<file path="src/rtl/io_cycle_ctrl.sv">
// io_cycle_ctrl: CPU-side sequencer running T1/T2/TW/T3 I/O machine cycles into the port block.
// Optional wait-state timeout is enabled by defining IO_TIMEOUT_EN.
module io_cycle_ctrl #(
  parameter int                ADDR_W    = 4,
  parameter int                DATA_W    = 8,
  parameter int                NUM_PORTS = 3,
  parameter logic [ADDR_W-1:0] IDLE_ADDR = 4'hF,
  parameter logic [DATA_W-1:0] FILL      = 8'hFF,
  parameter int                WAIT_MAX  = 15
) (
  input  logic              Clk,
  input  logic              Rst,
  input  logic              Req_Valid,
  output logic              Req_Ready,
  input  logic              Req_Wr,
  input  logic [ADDR_W-1:0] Req_Port,
  input  logic [DATA_W-1:0] Req_Data,
  output logic              Rsp_Valid,
  output logic [DATA_W-1:0] Rsp_Data,
  output logic              Rsp_Err,
  output logic [ADDR_W-1:0] Io_Addr,
  output logic [DATA_W-1:0] Io_D_In,
  output logic              Io_Wr,
  output logic              Io_Rd,
  input  logic [DATA_W-1:0] Io_D_Out,
  input  logic              Io_Ready
);

  localparam logic [2:0] S_IDLE = 3'd0;
  localparam logic [2:0] S_T1   = 3'd1;
  localparam logic [2:0] S_T2   = 3'd2;
  localparam logic [2:0] S_TW   = 3'd3;
  localparam logic [2:0] S_T3   = 3'd4;

  logic [2:0]        state_r;
  logic [2:0]        state_s;
  logic              ready_r;
  logic              wr_r;
  logic [ADDR_W-1:0] port_r;
  logic [DATA_W-1:0] data_r;
  logic [DATA_W-1:0] rsp_data_r;
  logic              rsp_err_r;
  logic              accept_s;
  logic              strobe_s;
  logic              capture_s;
  logic              timeout_s;

  assign accept_s  = Req_Valid & ready_r;
  assign strobe_s  = (state_r == S_T2) || (state_r == S_TW);
  assign capture_s = strobe_s & Io_Ready;

`ifdef IO_TIMEOUT_EN
  localparam int CNT_W = $clog2(WAIT_MAX + 1);
  logic [CNT_W-1:0] wait_cnt_r;

  // TW cycle counter; restarts at the top of every machine cycle
  always_ff @(posedge Clk or posedge Rst) begin
    if (Rst) begin
      wait_cnt_r <= '0;
    end else if (state_r == S_T1) begin
      wait_cnt_r <= '0;
    end else if (state_r == S_TW) begin
      wait_cnt_r <= wait_cnt_r + 1'b1;
    end else begin
      wait_cnt_r <= wait_cnt_r;
    end
  end

  assign timeout_s = (state_r == S_TW) && !Io_Ready && (wait_cnt_r == CNT_W'(WAIT_MAX - 1));
`else
  logic unused_wait_max;
  assign unused_wait_max = (WAIT_MAX != 0);
  assign timeout_s       = 1'b0;
`endif

  // Next-state logic for the machine cycle sequence
  always_comb begin
    state_s = S_IDLE;
    case (state_r)
      S_IDLE:  state_s = accept_s ? S_T1 : S_IDLE;
      S_T1:    state_s = S_T2;
      S_T2:    state_s = Io_Ready ? S_T3 : S_TW;
      S_TW:    state_s = (Io_Ready || timeout_s) ? S_T3 : S_TW;
      S_T3:    state_s = accept_s ? S_T1 : S_IDLE;
      default: state_s = S_IDLE;
    endcase
  end

  // State, request latch and response registers
  always_ff @(posedge Clk or posedge Rst) begin
    if (Rst) begin
      state_r    <= S_IDLE;
      ready_r    <= 1'b0;
      wr_r       <= 1'b0;
      port_r     <= '0;
      data_r     <= '0;
      rsp_data_r <= '0;
      rsp_err_r  <= 1'b0;
    end else begin
      state_r <= state_s;
      // Ready is registered from the next state so it stays low during reset
      ready_r <= (state_s == S_IDLE) || (state_s == S_T3);
      if (accept_s) begin
        wr_r   <= Req_Wr;
        port_r <= Req_Port;
        data_r <= Req_Data;
      end
      if (capture_s) begin
        rsp_err_r <= 1'b0;
        if (wr_r) begin
          rsp_data_r <= '0;
        end else if (int'(port_r) < NUM_PORTS) begin
          rsp_data_r <= Io_D_Out;
        end else begin
          rsp_data_r <= FILL;
        end
      end else if (timeout_s) begin
        rsp_err_r  <= 1'b1;
        rsp_data_r <= FILL;
      end
    end
  end

  assign Req_Ready = ready_r;
  assign Rsp_Valid = (state_r == S_T3);
  assign Rsp_Data  = rsp_data_r;
  assign Rsp_Err   = rsp_err_r;
  assign Io_Addr   = (state_r == S_IDLE) ? IDLE_ADDR : port_r;
  assign Io_D_In   = ((state_r != S_IDLE) && wr_r) ? data_r : '0;
  assign Io_Wr     = strobe_s & wr_r;
  assign Io_Rd     = strobe_s & ~wr_r;

endmodule

</file>
<file path="config.mk">
export PLATFORM = sky130hd
export DESIGN_NAME = io_cycle_ctrl
export DESIGN_NICKNAME = d
export VERILOG_FILES = /design/src/rtl/io_cycle_ctrl.sv
export SDC_FILE = /design/constraint.sdc
export NUM_CORES = 1
export LEC_CHECK = 0
export CORE_ASPECT_RATIO = 0.7
export CORE_MARGIN = 2
export CORE_UTILIZATION = 28
export DETAILED_ROUTE_END_ITERATION = 10
export PLACE_DENSITY = 0.62
export SETUP_SLACK_MARGIN = 0.02
export SLEW_MARGIN = 0
export SYNTH_ARGS = -nofsm -noshare
export SYNTH_HDL_FRONTEND = slang
export SYNTH_SLANG_ARGS = --single-unit
</file>
<file path="constraint.sdc">
create_clock -name Clk -period 1.46 [get_ports Clk]
set_input_delay 0.219 -clock Clk [delete_from_list [all_inputs] [get_ports Clk]]
set_output_delay 0.219 -clock Clk [all_outputs]
set_load 0.005 [all_outputs]
</file>
Word level (Yosys, flattened, before mapping)
Cells that the tools add are included.

Bits in registers: 25. Bits in latches: 0. Memory bits (writable): 0. ROM bits: 0. Input bits: 25. Output and inout bits: 25. Word-level logic and storage cells: 32. Memories kept: 0.

Add/sub/neg operators: 0. Multiply operators: 0. Divide/modulo/power cells: 0. Magnitude comparators: 1. Equal/unequal tests: 5. Shifts and indexed selects: 0. Muxes and demuxes: 7. Bitwise logic cells: 5. Reduce and logical (&&, ||, !) cells: 8.

Operator list (count): 8-bit 2-to-1 mux (3); 3-bit case mux with 3 select lines (1); 3-bit by 2-bit == test with 1-bit output (second input constant) (2); 3-bit == test (second input constant) (2); 3-bit logical NOT (2); 1-bit AND (4); 4-bit by 2-bit < comparator with 1-bit output (second input constant) (1); 4-bit 2-to-1 mux (1); 2-bit OR reduction (2); 3-bit by 1-bit == test with 1-bit output (second input constant) (1); 3-bit 2-to-1 mux (1); 3-bit nonzero test (1); 1-bit logical OR (2); 1-bit logical AND (1); 1-bit 2-to-1 mux (1); 1-bit inverter (1).

Logic depth before layout (Yosys ltp)
Word-level depth: 5. Mapped depth: 4. Mapped depth without buffers: 2.

Worst setup path before layout
Ideal clock, no wire load.

Kind: reg2out. From: register state_r[1]. To: output port Io_D_In[0]. Arrival: 0.963 ns. Required time: 1.241 ns. Path slack: 0.278 ns. Cell stages (with the launch flop): 4. Path buffers: 1. Cells stage by stage: dfrtp_1 -> buf_6 -> o31a_1 -> and2_1.

Cells in the longest elaborated chain, start to end: 3.

RTL lines: from (decl) (RTL line 35) `logic [2:0] state_r;`; from (signal assigned) (RTL line 100) `state_r <= state_s;`; 3-bit nonzero test (RTL line 129) `assign Io_D_In = ((state_r != S_IDLE) && wr_r) ? data_r : '0;`; 1-bit logical AND (RTL line 129); 8-bit 2-to-1 mux (RTL line 129); to (decl) (RTL line 22) `output logic [DATA_W-1:0] Io_D_In,`.

No other way between the ends.

Final worst setup path
From: register state_r[2]. To: output port Io_D_In[2].

The elaborated chain is that of the path after synthesis.

==> metrics.json <==
{
  "global_routing": {
    "grt_pass1_vias": 974,
    "grt_start_max_net_pins": 26,
    "first_pass_grt_wire_length_um": 4920,
    "grt_util_all_layers": 0.137,
    "antenna_violations_before_repair": 0,
    "grt_remaining_overflow": 0
  },
  "critical_path": {
    "cp_data_arrival_time_ns": 1.43,
    "r2r-start": "state_r[2]$_DFF_PP0_",
    "critical_path.endpoint_type": "output port",
    "crit_path_start": "state_r[2]$_DFF_PP0_",
    "critical_path_peak_fanout": 6,
    "critPathRequiredTime_ns": 1.24,
    "critPathLaunchType": "flip-flop",
    "worstSetupPathType": "reg2out"
  },
  "detailed_routing": {
    "drt_pre_antenna_iters": 4,
    "avgViaCountPerCell": 4.68,
    "drt-total-wl_um": 3100,
    "route.detailed.drc": 0,
    "drt-initial-drc-count": 60,
    "final_antenna_net_count": 0,
    "num_vias": 982,
    "routedWlPerCell_um": 14.7
  },
  "yosys": {
    "postSynthRegisterBits": 25,
    "synth_cell_types": 21,
    "synth_seq_area_share": 0.518,
    "netlist_instances": 92,
    "yosysWarnings": 0,
    "synth-async-reset-ratio": 1.00,
    "number_of_flops_mapped_to_enable_cells_by_yosys": 0,
    "primary_ff_master_synth": "sky130_fd_sc_hd__dfrtp_1",
    "post_synth_instance_area_um2": 1210,
    "synth_nets": 117,
    "synth.avg_cell_area_um2": 13.1
  },
  "placed_design": {
    "placed_cells_incl_taps": 197,
    "gpl.final_weighted_congestion": 0.784,
    "dp_hpwl_um": 2120,
    "buffer_ports.inserted": 48
  },
  "status": {
    "violations": "setup timing",
    "status": "finished with violations"
  },
  "final_layout": {
    "final_cells": 210,
    "layout-drive-gt1-share": 0.481,
    "multi_input_area_um2": 558,
    "register_area_um2": 626,
    "num_antenna_cells": 0,
    "area_growth_syn_to_layout_pct": 61.1,
    "commonest_non_fill_non_tap_cells_in_the_layout": "sky130_fd_sc_hd__clkdlybuf4s50_1, sky130_fd_sc_hd__dfrtp_1, sky130_fd_sc_hd__buf_4",
    "final_util": 0.482,
    "most_common_library_cell_in_the_layout_ignoring_fill_and_taps": "sky130_fd_sc_hd__clkdlybuf4s50_1",
    "fillCellCount": 362,
    "fin_nets": 184
  },
  "cts": {
    "numClockSinks": 25,
    "clkLatencyLatePin_ns": 0.27,
    "cts-root-buf": "sky130_fd_sc_hd__clkbuf_8",
    "cts_buffer_depth": 2,
    "numCtsBuffers": 3,
    "cts_htree_levels": 1,
    "tritoncts_clock_tree": "yes",
    "clkSlewWorstSetupHoldPaths_ns": 0.09
  },
  "floorplan": {
    "start_util": 0.299,
    "die_w_um": 82.5,
    "boundaryPins": 50,
    "die_area_um2": 4870,
    "floorplan.die.height_um": 59.0,
    "rows": 19,
    "design.core.area_um2": 4040
  },
  "timing": {
    "period_minus_slack_ns": 1.65,
    "clock_skew_ns": 0.00533,
    "setup_viol": 12,
    "max_clock_freq_mhz": 608,
    "setup_ws_ns": -0.185,
    "timing.final.crit_share": 1.13,
    "final.hold.worst_slack_ns": 0.299,
    "final_max_slew_viol_count": 0,
    "timing_hold_violations_final": 0,
    "setup_repair_after_global_routing_missed_its_margin": "true"
  },
  "power": {
    "vdd_drop_max_v": 0.000837,
    "cellPowerDensity_nw_per_um2": 2090,
    "p_leak_uw": 0.000841
  },
  "job": {
    "cap_violations": 0
  },
  "hold_path": {
    "timing.hold.worst.class": "in2async"
  }
}
-- critical path, stage by stage (launching register included) --
cell and delay [ns]:
sky130_fd_sc_hd__dfrtp_1 0.41, sky130_fd_sc_hd__o31a_1 0.37, sky130_fd_sc_hd__buf_6 0.15, sky130_fd_sc_hd__and2_4 0.13, sky130_fd_sc_hd__buf_6 0.11
-- repair_timing --
item | CTS | global route
endpoints found under the setup margin | 15 | 15
cloned | 0 | 0
pin swaps | 15 | 8
setup buffers | 3 | 6
gates resized for setup | 81 | 7
hold buffers | 0 | 0
-- layer usage --
layer	GRT usage	share of wire
met5	0	0
met4	0.0492	0.011
met3	0.0351	0.062
met2	0.198	0.47
met1	0.200	0.45
-- power breakdown --
part	internal (uW)	leakage [uW]	switching, uW	total, uW
Combinational	1490	0.000513	945	2440
Sequential	1030	0.000302	204	1230
Clock	191	0.0000255	214	405
Total	2720	0.000841	1360	4080
-- area by class of cell --
class,count,share of cell area
clock buffers,3,0.0212
flip-flops and latches,25,0.321
clock inverters,1,0.00257
inverters,3,0.00578
multi-input cells,56,0.287
repair buffers,70,0.329
well taps,52,0.0334
-- synthesized netlist by cell type, drive strengths merged (3+ instances only) --
library cell,count,share of area
a2111oi,8,0.099
and2,9,0.047
buf,7,0.049
dfrtp,25,0.52
inv,3,0.0093
mux2,14,0.13
nor2,4,0.012
o2bb2ai,8,0.058
or2,4,0.021
-- kinds of logic (layout without fill, tap and decap cells) --
logic type | after synthesis | count (layout) | share of synthesized area
muxes | 14 | 14 | 0.130
and+or+nand+nor | 22 | 22 | 0.110
buffers and inverters | 11 | 77 | 0.0611
DFF | 25 | 25 | 0.518
AOI/OAI and AO/OA | 19 | 19 | 0.178
other | 1 | 1 | 0.00310
-- stage by stage --
step / cell area, um^2 / setup slack (ns) / TNS [ns] / power (uW)
floorplan: 1210 / 0.278 / 0 / 2270
global placement: 1790 / -0.111 / -1.35 / 3260
detailed placement: 1790 / -0.153 / -1.66 / 3290
CTS: 1880 / -0.229 / -1.47 / 3910
global route: 1950 / -0.250 / -2.51 / 4380
finish: 1950 / -0.185 / -1.58 / 4080
-- state kept, by name, summed over array words and instances, names as in the netlist --
name and cells:
Rsp_Data 8, data_r 8, port_r 4, state_r 3
Req_Ready 1, wr_r 1
-- final timing paths --
check	slack [ns]	to	cells after the start
worst max register to register	0.11	Rsp_Data[5]$_DFFE_PP0P_	6
worst min register to register	0.50	Rsp_Data[0]$_DFFE_PP0P_	1
worst max-delay path	-0.19	Io_D_In[2]	4
max in group asynchronous	0.92	Rsp_Data[1]$_DFFE_PP0P_	3
worst min-delay path	0.30	state_r[2]$_DFF_PP0_	3
min in group Clk	0.50	Rsp_Data[0]$_DFFE_PP0P_	1
Note: power is estimated with default switching activity, not from simulation.
